## config.mk

```make
export PLATFORM = sky130hd
export DESIGN_NAME = encoder16_serializer
export DESIGN_NICKNAME = d
export VERILOG_FILES = /design/src/rtl/encoder16_serializer.sv
export SDC_FILE = /design/constraint.sdc
export NUM_CORES = 1
export LEC_CHECK = 0
export CELL_PAD_IN_SITES_DETAIL_PLACEMENT = 2
export CELL_PAD_IN_SITES_GLOBAL_PLACEMENT = 2
export CORE_MARGIN = 1
export CORE_UTILIZATION = 28
export DETAILED_ROUTE_END_ITERATION = 6
export HOLD_SLACK_MARGIN = 0.03
export PLACE_DENSITY = 0.78
export SLEW_MARGIN = 0
export SYNTH_ARGS = -nofsm -noshare
export SYNTH_HDL_FRONTEND = slang
export SYNTH_SLANG_ARGS = --single-unit
```

## constraint.sdc

```tcl
create_clock -name clk -period 3.09 [get_ports clk]
set_clock_uncertainty 0.15 [all_clocks]
set_input_delay 0.618 -clock clk [delete_from_list [all_inputs] [get_ports clk]]
set_output_delay 0.618 -clock clk [all_outputs]
set_load 0.005 [all_outputs]
```

## src/rtl/encoder16_serializer.sv

```systemverilog
// Queues set bits of a 16-bit request vector and emits their 4-bit indices one per transfer.
// Fixed (lowest-first) or rotating priority; registered output on a valid/ready port.
module encoder16_serializer #(
   parameter int ROUND_ROBIN = 0
) (
   input  logic        clk,
   input  logic        reset,
   input  logic        enable,
   input  logic        load,
   input  logic [15:0] encoder_in,
   input  logic        ready_in,
   output logic [3:0]  binary_out,
   output logic        valid_out,
   output logic        busy,
   output logic        overrun
);

   logic [15:0] pending;
   logic [15:0] pop_mask;
   logic [15:0] load_mask;
   logic [3:0]  ptr;
   logic [3:0]  sel_idx;
   logic [3:0]  cand;
   logic        found;
   logic        issue;

   // Scan from ptr (rotating) or from 0 (fixed); first pending bit wins.
   always_comb begin
      sel_idx = '0;
      cand    = '0;
      found   = 1'b0;
      for (int i = 0; i < 16; i++) begin
         cand = (ROUND_ROBIN != 0) ? ptr + 4'(i) : 4'(i);
         if (!found && pending[cand]) begin
            sel_idx = cand;
            found   = 1'b1;
         end
      end
   end

   assign issue     = enable & (|pending) & (~valid_out | ready_in);
   assign pop_mask  = issue ? (16'h0001 << sel_idx) : 16'h0000;
   assign load_mask = (enable & load) ? encoder_in : 16'h0000;
   assign busy      = valid_out | (|pending);

   always_ff @(posedge clk) begin
      if (reset) begin
         pending    <= '0;
         binary_out <= '0;
         valid_out  <= 1'b0;
         overrun    <= 1'b0;
         ptr        <= '0;
      end else begin
         // A bit popped this cycle may be re-requested without counting as overrun.
         pending <= (pending & ~pop_mask) | load_mask;
         if (|(load_mask & pending & ~pop_mask))
            overrun <= 1'b1;
         if (issue) begin
            binary_out <= sel_idx;
            valid_out  <= 1'b1;
            ptr        <= sel_idx + 4'd1;
         end else if (enable & valid_out & ready_in) begin
            valid_out <= 1'b0;
         end
      end
   end

endmodule
```

==> impl_metrics.yaml, run 1 <==
status:
  outcome: "complete, but fails checks"
  violations: "DRC"
setup_path:
  worstPathRequired_ns: 2.32
  regToRegSetupSlack_ns: 0.34
  ff2ff_path_depth: 8
  path_max_fanout: 5
  cp-end-kind: "output pin"
  r2r-end: "overrun"
  critPathArrivalTime_ns: 2.17
  r2r-start: "pending[4]"
  start_kind: "flop"
  critical_path_class: "flop to output pin"
detailed_routing:
  num_vias: 1506
  drt_iter0_drc: 57
  wire_per_inst_um: 20.57
  drc_errors: 2
  first_pass_iters: 6
  postRouteAntennaNets: 0
  vias_per_cell: 5.929
  routed_wl_um: 5224
timing:
  period_minus_slack_ns: 2.940
  final-hold-violation-count: 0
  slew_headroom_pct: 39.74
  grt_setup_unrepaired: "false"
  worst_pin_slew_ns: 0.9011
  finalCritPeriodShare_pct: 95.15
  clock.fmax_ghz: 0.3401
  worst_hold_slack_ns: 0.3478
  setup-tns-final_ns: 0
  drv_slew: 0
  setup_viol_count_final: 0
cells_and_area:
  drive_above_1_share_pct: 10.40
  fillers: 522
  antenna_cells: 0
  nets: 225
  utilization_pct: 39.30
  stdcell_count: 254
  regArea_um2: 440.4
  multi_input_comb_area_um2: 838.3
  area_growth_pct: 32.83
synthesis:
  ys_seq_area_share_pct: 33.49
  yosys.area_share.simple_pct: 28.16
  synth.area.mux_share_pct: 1.522
  yosys.area.top_type: "dfxtp_1"
  synth_top_area_share_pct: 33.49
  synthAdderAreaFrac_pct: 0
  synth-compound-area-share_pct: 33.40
  synth_xor_area_share_pct: 0
  synthTopCellsByCount: "nand2_1 (24), dfxtp_1 (22), a21oi_1 (19), nor2_1 (18), o21ai_0 (14)"
  synth_warnings: 0
  synth_edf_count: 0
  synth_top_family_by_area: "compound AO/OA/AOI/OAI gates"
  postSynth.asyncResetShare_pct: 0
  syn_inst: 170
  synth-seq-cells: 22
  synth_most_common_cell: "nand2_1"
  synth_nets: 191
  synth_area_leaders: "dfxtp_1 (33%), a21oi_1 (7.2%), nand2_1 (6.9%)"
  syn_avg_cell_area_um2: 7.735
  syn_area_mm2: 0.001315
  ys.flop_type: "dfxtp_1"
  synth_cell_types: 42
pwr:
  net-switching-power_mw: 0.2741
  leakagePower_nw: 0.6435
  swShare_pct: 34.80
  clkPwrFrac_pct: 24.3
  finalPower_mw: 0.7878
  power.share.combinational_pct: 33.6
  p_int_mw: 0.5136
  max-vdd-ir-drop_mv: 0.1908
  powerDensity_mw_per_mm2: 451.0
  p_seq_share_pct: 42.1
global_routing:
  grt_max_degree: 23
  antenna_found_initial: 0
  grt_pass1_vias: 1679
  grt_overflow: 0
  gr-usage-all-layers_pct: 22.31
  grt_pass1_wl_um: 8631
clock_tree:
  clock_latency_ns: 0.27
  cts_tree: "yes"
  numCtsBuffers: 3
  postCtsSetupRepairBufs: 0
  htreeDepth: 1
  cts_buffer_depth: 2
  path_clk_slew_ns: 0.09
  root_buffer: "clkbuf_8"
  ctsHoldBuffers: 0
  cts_sinks: 22
hold_path:
  min_from: "valid_out"
  hold_depth: 2
  hold_path.class: "flop to flop"
  hold_end: "valid_out"
die:
  core.rowCount: 24
  start_util_pct: 29.59
  pin_count: 28
  die_height_um: 70.53
  die_area_mm2: 0.004974
  coreArea_mm2: 0.004444
  die_w_um: 70.53
placed_design:
  globalplace.congestion: 0.8815
  numPortBuffers: 27
  dp_hpwl_um: 3959
  dp.cells: 251
flow_run:
  maxCapViolations: 0
==> metrics by stage <==
step / setup slack [ns] / cell area (um2)
final: 0.1498 / 1747
after CTS: 0.07404 / 1738
after global routing: 0.05934 / 1747
after detailed placement: -0.008815 / 1697
after global placement: 0.09325 / 1697
after floorplan: 0.6419 / 1315
==> registers in the layout (all words and copies together), names as in the netlist <==
| register | flops |
|---|---|
| pending | 16 |
| binary_out | 4 |
| overrun | 1 |
| valid_out | 1 |
==> layout make-up <==
| type | instances | area share (%) |
|---|---|---|
| Clock buffer | 3 | 2.364 |
| Tap cell | 52 | 3.725 |
| Sequential cell | 22 | 25.21 |
| Multi-Input combinational cell | 136 | 47.99 |
| Timing Repair Buffer | 34 | 19.20 |
| Inverter | 7 | 1.504 |
==> cell usage in the layout, fill, tap and decap left out, types with 2 or more instances in the layout <==
cell	instances
inv_1	7
o21ai_0	14
a21oi_1	19
nor3_1	4
mux2i_1	2
and2_1	3
o41ai_1	6
and3_1	2
o22ai_1	5
o31ai_1	3
o211a_1	2
nand2_1	24
clkbuf_8	3
nor4_4	3
nand2b_1	2
buf_4	6
nand3_1	2
or3_2	2
clkdlybuf4s50_1	27
nor2_1	18
a311oi_1	2
dfxtp_1	22
a22oi_1	2
nor2b_1	2
==> critical path: stages (launching register included) <==
cell,delay (ns)
dfxtp_1,0.39
nor4_4,0.45
nand4_1,0.17
nand2b_1,0.22
nor2_1,0.16
nand2_1,0.07
clkdlybuf4s50_1,0.44
==> worst max-delay path by stage <==
stage / startpoint / end / slack (ns) / cells after the start
3_5_place_dp: ready_in / overrun / -0.009 / 8
4_1_cts: pending[9] / busy / 0.07 / 6
5_1_grt: pending[4] / busy / 0.06 / 6
3_3_place_gp: ready_in / overrun / 0.09 / 9
6_report: pending[4] / busy / 0.15 / 6
2_1_floorplan: enable / overrun / 0.64 / 7
==> cells by family after synthesis <==
family          Yosys count
compound gates           65
simple gates             69
mux                       2
buf+inv                  12
flops                    22
==> power by group through the flow <==
stage / clock [mW] / combinational, mW / sequential, mW
2_1_floorplan: 0 / 0.142 / 0.330
3_3_place_gp: 0 / 0.249 / 0.334
3_5_place_dp: 0 / 0.258 / 0.337
4_1_cts: 0.193 / 0.263 / 0.330
5_1_grt: 0.203 / 0.285 / 0.334
6_report: 0.191 / 0.265 / 0.331
==> repair_timing <==
item | in CTS | in global routing
resized for setup | 0 | 1
hold endpoints to repair | 0 | 0
setup endpoints to repair | 0 | 1
==> layer usage <==
layer | GRT usage, % | share of wire (%) | wire, um
met3 | 2.849 | 3.4 | 180
met1 | 27.69 | 44 | 2291
met5 | 0 | 0 | 0
met4 | 6.444 | 2.0 | 104
met2 | 40.56 | 51 | 2647
No activity file was read; power rests on OpenSTA's default activity.
==> run 2, diff against run 1 <==
ABC_CLOCK_PERIOD_IN_PS = 3090   (was not set)
==> results of run 2 <==
Final layout, timing and power as in run 1 (identical DEF).
